`src/rtl/frame_sync_mode_sequencer_if.sv`:
```
// Control-word bus between board inputs and frame_sync_mode_sequencer.
// i_*: switches, auto select, pause button, vsync; o_*: control word and status.
interface frame_sync_mode_sequencer_if;
    logic [8:0] i_im_p;
    logic       i_autoselect;
    logic       i_step_btn;
    logic       i_vsync;
    logic [8:0] o_im_p;
    logic       o_cfg_update;
    logic       o_auto_active;
    logic       o_hold;

    modport master (
        output i_im_p,
        output i_autoselect,
        output i_step_btn,
        output i_vsync,
        input  o_im_p,
        input  o_cfg_update,
        input  o_auto_active,
        input  o_hold
    );

    modport slave (
        input  i_im_p,
        input  i_autoselect,
        input  i_step_btn,
        input  i_vsync,
        output o_im_p,
        output o_cfg_update,
        output o_auto_active,
        output o_hold
    );
endinterface

```
`src/rtl/frame_sync_mode_sequencer.sv`:
```
// Frame-synchronous image-processor control word: manual switches or auto demo.
// Ports: clk, rst_n (sync, active-low), bus (slave modport, see interface).
module frame_sync_mode_sequencer #(
    parameter int DEBOUNCE_CYCLES = 1_000_000,
    parameter int FRAMES_PER_STEP = 150,
    parameter int SYNC_STAGES     = 2
) (
    input logic                         clk,
    input logic                         rst_n,
    frame_sync_mode_sequencer_if.slave  bus
);

    localparam int DW = $clog2(DEBOUNCE_CYCLES + 1);
    localparam int FW = $clog2(FRAMES_PER_STEP) + 1;

    typedef enum logic [1:0] {
        ST_MANUAL    = 2'd0,
        ST_AUTO_RUN  = 2'd1,
        ST_AUTO_HOLD = 2'd2
    } state_e;

    function automatic logic [8:0] word_of(input logic [7:0] s);
        return {s[7:6], s[5:2], 1'b0, s[1:0]};
    endfunction

    logic [8:0]             im_sync_q [SYNC_STAGES];
    logic [8:0]             im_sync_d [SYNC_STAGES];
    logic [SYNC_STAGES-1:0] auto_sync_q, auto_sync_d;
    logic [SYNC_STAGES-1:0] btn_sync_q, btn_sync_d;
    logic [SYNC_STAGES-1:0] vs_sync_q, vs_sync_d;
    logic                   vs_dly_q, vs_dly_d;
    logic                   btn_level_q, btn_level_d;
    logic [DW-1:0]          db_cnt_q, db_cnt_d;
    state_e                 state_q, state_d;
    logic [7:0]             s_q, s_d;
    logic [FW-1:0]          fc_q, fc_d;
    logic [8:0]             im_p_q, im_p_d;
    logic                   cfg_upd_q, cfg_upd_d;

    logic [8:0] im_sync;
    logic       auto_sync;
    logic       btn_sync;
    logic       vs_sync;
    logic       vs_edge;
    logic       btn_pulse;
    logic [8:0] new_word;

    assign im_sync   = im_sync_q[SYNC_STAGES-1];
    assign auto_sync = auto_sync_q[SYNC_STAGES-1];
    assign btn_sync  = btn_sync_q[SYNC_STAGES-1];
    assign vs_sync   = vs_sync_q[SYNC_STAGES-1];
    assign vs_edge   = vs_sync & ~vs_dly_q;

    // Synchronizer shift chains
    always_comb begin
        im_sync_d[0] = bus.i_im_p;
        for (int i = 1; i < SYNC_STAGES; i++) begin
            im_sync_d[i] = im_sync_q[i-1];
        end
        auto_sync_d = {auto_sync_q[SYNC_STAGES-2:0], bus.i_autoselect};
        btn_sync_d  = {btn_sync_q[SYNC_STAGES-2:0], bus.i_step_btn};
        vs_sync_d   = {vs_sync_q[SYNC_STAGES-2:0], bus.i_vsync};
        vs_dly_d    = vs_sync;
    end

    // Debounce: count while the input disagrees with the accepted level;
    // any agreement restarts the count. Only accepted presses pulse.
    always_comb begin
        db_cnt_d    = '0;
        btn_level_d = btn_level_q;
        btn_pulse   = 1'b0;
        if (btn_sync != btn_level_q) begin
            if (db_cnt_q == DW'(DEBOUNCE_CYCLES - 1)) begin
                btn_level_d = btn_sync;
                btn_pulse   = btn_sync;
            end else begin
                db_cnt_d = db_cnt_q + 1'b1;
            end
        end
    end

    // Mode FSM; leaving auto mode wins over a pause/resume press
    always_comb begin
        state_d = state_q;
        case (state_q)
            ST_MANUAL: begin
                if (auto_sync) state_d = ST_AUTO_RUN;
            end
            ST_AUTO_RUN: begin
                if (!auto_sync)     state_d = ST_MANUAL;
                else if (btn_pulse) state_d = ST_AUTO_HOLD;
            end
            ST_AUTO_HOLD: begin
                if (!auto_sync)     state_d = ST_MANUAL;
                else if (btn_pulse) state_d = ST_AUTO_RUN;
            end
            default: state_d = ST_MANUAL;
        endcase
    end

    // Frame-synchronous word update; always uses the pre-transition state
    always_comb begin
        fc_d      = fc_q;
        s_d       = s_q;
        im_p_d    = im_p_q;
        cfg_upd_d = 1'b0;
        new_word  = im_p_q;
        if (vs_edge) begin
            case (state_q)
                ST_MANUAL: new_word = im_sync;
                ST_AUTO_RUN: begin
                    if (fc_q == FW'(FRAMES_PER_STEP - 1)) begin
                        fc_d     = '0;
                        s_d      = s_q + 8'd1;
                        new_word = word_of(s_d);
                    end else begin
                        fc_d     = fc_q + 1'b1;
                        new_word = word_of(s_q);
                    end
                end
                ST_AUTO_HOLD: new_word = word_of(s_q);
                default:      new_word = im_p_q;
            endcase
            im_p_d    = new_word;
            cfg_upd_d = (new_word != im_p_q);
        end
        // Entering auto mode starts a fresh frame count
        if (state_q == ST_MANUAL && auto_sync) fc_d = '0;
    end

    always_ff @(posedge clk) begin
        if (!rst_n) begin
            for (int i = 0; i < SYNC_STAGES; i++) begin
                im_sync_q[i] <= '0;
            end
            auto_sync_q <= '0;
            btn_sync_q  <= '0;
            vs_sync_q   <= '0;
            vs_dly_q    <= 1'b0;
            btn_level_q <= 1'b0;
            db_cnt_q    <= '0;
            state_q     <= ST_MANUAL;
            s_q         <= '0;
            fc_q        <= '0;
            im_p_q      <= '0;
            cfg_upd_q   <= 1'b0;
        end else begin
            for (int i = 0; i < SYNC_STAGES; i++) begin
                im_sync_q[i] <= im_sync_d[i];
            end
            auto_sync_q <= auto_sync_d;
            btn_sync_q  <= btn_sync_d;
            vs_sync_q   <= vs_sync_d;
            vs_dly_q    <= vs_dly_d;
            btn_level_q <= btn_level_d;
            db_cnt_q    <= db_cnt_d;
            state_q     <= state_d;
            s_q         <= s_d;
            fc_q        <= fc_d;
            im_p_q      <= im_p_d;
            cfg_upd_q   <= cfg_upd_d;
        end
    end

    assign bus.o_im_p        = im_p_q;
    assign bus.o_cfg_update  = cfg_upd_q;
    assign bus.o_auto_active = (state_q != ST_MANUAL);
    assign bus.o_hold        = (state_q == ST_AUTO_HOLD);

endmodule

```
`src/flat_wrapper.sv`:
```
// flat-port wrapper written by rule: the top's interface ports become plain ports
module frame_sync_mode_sequencer_flat 
#(
    parameter int DEBOUNCE_CYCLES = 1_000_000,
    parameter int FRAMES_PER_STEP = 150,
    parameter int SYNC_STAGES     = 2
)
  (clk, rst_n, bus_i_im_p, bus_i_autoselect, bus_i_step_btn, bus_i_vsync, bus_o_im_p, bus_o_cfg_update, bus_o_auto_active, bus_o_hold);
  frame_sync_mode_sequencer_if bus_i ();
  input logic clk;
  input logic rst_n;
  input wire logic [$bits(bus_i.i_im_p)-1:0] bus_i_im_p;
  input wire logic [$bits(bus_i.i_autoselect)-1:0] bus_i_autoselect;
  input wire logic [$bits(bus_i.i_step_btn)-1:0] bus_i_step_btn;
  input wire logic [$bits(bus_i.i_vsync)-1:0] bus_i_vsync;
  output wire logic [$bits(bus_i.o_im_p)-1:0] bus_o_im_p;
  output wire logic [$bits(bus_i.o_cfg_update)-1:0] bus_o_cfg_update;
  output wire logic [$bits(bus_i.o_auto_active)-1:0] bus_o_auto_active;
  output wire logic [$bits(bus_i.o_hold)-1:0] bus_o_hold;
  assign bus_i.i_im_p = bus_i_im_p;
  assign bus_i.i_autoselect = bus_i_autoselect;
  assign bus_i.i_step_btn = bus_i_step_btn;
  assign bus_i.i_vsync = bus_i_vsync;
  assign bus_o_im_p = bus_i.o_im_p;
  assign bus_o_cfg_update = bus_i.o_cfg_update;
  assign bus_o_auto_active = bus_i.o_auto_active;
  assign bus_o_hold = bus_i.o_hold;
  frame_sync_mode_sequencer #(.DEBOUNCE_CYCLES(DEBOUNCE_CYCLES), .FRAMES_PER_STEP(FRAMES_PER_STEP), .SYNC_STAGES(SYNC_STAGES)) u_core (.clk(clk), .rst_n(rst_n), .bus(bus_i));
endmodule
```
`config.mk`:
```
export PLATFORM = sky130hd
export DESIGN_NAME = frame_sync_mode_sequencer_flat
export DESIGN_NICKNAME = d
export VERILOG_FILES = /design/src/rtl/frame_sync_mode_sequencer_if.sv /design/src/rtl/frame_sync_mode_sequencer.sv /design/src/flat_wrapper.sv
export SDC_FILE = /design/constraint.sdc
export NUM_CORES = 1
export LEC_CHECK = 0
export CORE_MARGIN = 2
export CORE_UTILIZATION = 52
export DETAILED_ROUTE_END_ITERATION = 7
export PLACE_DENSITY = 0.75
export SLEW_MARGIN = 20
export SYNTH_ARGS = -nofsm -noshare
export SYNTH_HDL_FRONTEND = slang
export SYNTH_SLANG_ARGS = --single-unit
export TNS_END_PERCENT = 1
```
`constraint.sdc`:
```
create_clock -name clk -period 1.9 [get_ports clk]
set_input_delay 0.38 -clock clk [delete_from_list [all_inputs] [get_ports clk]]
set_output_delay 0.38 -clock clk [all_outputs]
set_load 0.01 [all_outputs]
```
==> flow_metrics.py <==
metrics = {
    "status": {
        "status": "complete, but fails checks",
        "failed_checks": "negative setup slack",
    },
    "synth": {
        "synthArstFlopShare": 0,
        "postSynthAreaPerCell_sq_um": 8.94,
        "synth_warnings": 0,
        "synth_cell_types": 47,
        "synth_edf_count": 0,
        "ys_seq_area_frac": 0.454,
        "synth_fp_nets": 388,
        "synth_seq_cells": 75,
        "synthFlopType": "dfxtp_1",
        "synthCells": 370,
        "syn_area_sq_mm": 0.00331,
    },
    "cells_and_area": {
        "antenna_cells": 0,
        "nNetsFinal": 454,
        "drive_gt1_frac": 0.240,
        "syn_to_final_growth_pct": 33.4,
        "fillers": 468,
        "seqCellArea_sq_mm": 0.00152,
        "multi_input_area_sq_mm": 0.00193,
    },
    "global_route": {
        "grt_max_degree": 43,
        "grt_pass1_vias": 2849,
        "grt_pass1_wl_um": 12700,
        "antenna_found_initial": 0,
        "gr-total-overflow": 0,
        "grtUsageTotal": 0.225,
    },
    "sta": {
        "finalHoldWorstSlack_ns": 0.435,
        "rsz0062_at_grt": "yes",
        "finalWorstSetupSlack_ns": -0.183,
        "fin_crit_sh": 1.10,
        "period_minus_slack_ns": 2.08,
        "slew_headroom": 0.578,
        "worst_slew_pin_slew_ns": 0.632,
        "hold_viol": 0,
        "fin_skew_ns": 0.0116,
        "finalSetupViolCount": 3,
        "fmax_mhz": 480,
        "final_max_slew_viol_count": 0,
    },
    "cts": {
        "cts_made_buffers": 9,
        "postCtsSetupBuffers": 0,
        "clkLatencyLatePin_ns": 0.34,
        "cts_max_path_buffers": 2,
        "cts.sinks": 75,
        "clkTransAtPathRegs_ns": 0.09,
        "cts_htree_levels": 3,
        "cts_tree": "yes",
        "cts_root_buf": "clkbuf_8",
    },
    "setup_path": {
        "worstSetupEndpointType": "flip-flop",
        "critPathMaxStageDelay_ns": 0.32,
        "crit_buf_inv": 2,
        "r2r-start": "u_core.fc_q[1]",
        "crit_family": "simple AND/OR/NAND/NOR gates",
        "crit_path_max_fanout": 9,
        "crit_path_start": "u_core.fc_q[1]",
        "required_ns": 2.10,
        "cp_slowest_cell": "dfxtp_2",
        "crit_chain": "inv_1 -> ha_1 -> nand4bb_1 -> buf_6 -> nor4_4 -> xnor2_1 -> a31o_2 -> nor4_4 -> a41oi_1",
        "start_kind": "flip-flop",
        "path_common_cell": "nor4_4",
        "cp.arrival_ns": 2.29,
        "path_class": "flip-flop to flip-flop",
    },
    "hold_path": {
        "hold_class": "flip-flop to flip-flop",
        "worstHoldStart": "u_core.db_cnt_q[0]",
    },
    "power_and_ir_drop": {
        "fin_total_pwr_mw": 3.04,
        "power_per_cell_area_mw_per_mm2": 690,
        "irDropWorstVdd_mv": 0.457,
        "p_leak_nw": 1.64,
    },
    "drt": {
        "wirelength_um": 7740,
        "ant_nets": 0,
        "drt-pass1-iter-count": 4,
        "wire_per_inst_um": 14.9,
        "num_vias": 2887,
        "drt-initial-drc-count": 169,
        "drt-vias-per-instance": 5.57,
        "drc_errors": 0,
    },
    "run": {
        "maxCapViolations": 0,
    },
    "die": {
        "dieArea_sq_mm": 0.00702,
        "ios": 26,
        "core_area_sq_mm": 0.00624,
        "start_util": 0.530,
        "rows": 29,
        "fp.dieW_um": 83.8,
        "die_h_um": 83.8,
    },
    "placement": {
        "gp_congestion": 0.955,
        "dpl.hpwl_um": 5220,
        "port_buffers": 25,
    },
}
## what timing repair did
action / CTS / global route
pin swaps: 3 / 8
setup endpoints to repair: 9 / 19
hold buffers: 0 / 0
gates resized for setup: 22 / 23
## state kept, by name, indices dropped and copies added, names as in the netlist, 2 cells and up
signal,count
u_core.vs_sync_q,2
u_core.bus.o_im_p,9
u_core.s_q,8
u_core.db_cnt_q,20
u_core.btn_sync_q,2
u_core.fc_q,9
u_core.im_sync_q,18
u_core.auto_sync_q,2
u_core.state_q,2
## cells by family (layout without fill, tap and decap cells)
kind of cell,after synthesis,in the layout,synth area share
AOI/OAI and AO/OA,58,58,0.119
xor gates and xnor gates,38,38,0.109
adders and majority gates,4,4,0.0151
buffers and inverters,29,100,0.0333
DFF,75,75,0.454
muxes,5,5,0.0155
and+or+nand+nor,161,161,0.255
## per-layer routing
metal / part of all wire / up-vias / GRT usage
li1: - / 1412 / -
met1: 0.43 / 1375 / 0.273
met2: 0.49 / 78 / 0.387
met3: 0.046 / 22 / 0.0406
met4: 0.030 / 0 / 0.101
met5: 0 / - / 0
## per-stage QoR
step / setup WS (ns) / std cells / util / instance area, sq um / setup TNS [ns]
6_report: -0.183 / 518 / 0.707 / 4410 / -0.324
5_1_grt: -0.325 / 518 / 0.707 / 4410 / -0.973
4_1_cts: -0.136 / 518 / 0.692 / 4320 / -0.268
3_5_place_dp: -0.178 / 502 / 0.646 / 4030 / -0.471
3_3_place_gp: -0.157 / 502 / 0.646 / 4030 / -0.333
2_1_floorplan: -0.0480 / 370 / - / 3390 / -0.0480
## layout make-up
| class | count | share of cell area |
|---|---|---|
| Clock buffer | 10 | 0.0289 |
| Clock inverter | 6 | 0.0150 |
| Inverter | 11 | 0.00936 |
| Multi-Input combinational cell | 266 | 0.438 |
| Sequential cell | 75 | 0.344 |
| Tap cell | 77 | 0.0218 |
| Timing Repair Buffer | 73 | 0.143 |
## layout by cell type, fill, tap and decap left out, types with 11 or more instances in the layout
master,n
nor2_1,47
a21oi_1,11
xnor2_1,21
buf_4,44
inv_1,11
clkdlybuf4s50_1,23
and2_1,30
nand2_1,21
xor2_1,15
dfxtp_1,65
## synth_stat cells (all sizes together) (4+ instances only)
cell type   n  area [sq um]
o21ai      10          50.1
nor4        4          25.0
dfxtp      75          1500
and2       30           188
a21boi      5          37.5
nand3      14          70.1
nor2       48           180
inv        11          41.3
nand4       8          50.1
and3        5          31.3
ha          4          50.1
a21oi      12          60.1
mux2i       4          40.0
xnor2      21           184
clkbuf     17          63.8
nand2      22          82.6
or3         5          31.3
nor3        5          25.0
nand2b      4          25.0
xor2       15           131
o22ai       7          43.8
## report_power, final
part | leakage (nW) | internal [mW] | switching [mW] | total [mW]
logic | 0.933 | 0.119 | 0.0929 | 0.212
registers | 0.616 | 1.60 | 0.0236 | 1.63
clock network | 0.0885 | 0.607 | 0.598 | 1.20
## worst paths after layout
path	endpoint	slack, ns	depth (start not counted)
worst max-delay path	u_core.bus.o_cfg_update	-0.18	9
worst min-delay path	u_core.db_cnt_q[0]	0.43	1
worst max register to register	u_core.bus.o_cfg_update	-0.18	9
worst min register to register	u_core.db_cnt_q[0]	0.43	1
Note: power is estimated with default switching activity, not from simulation.
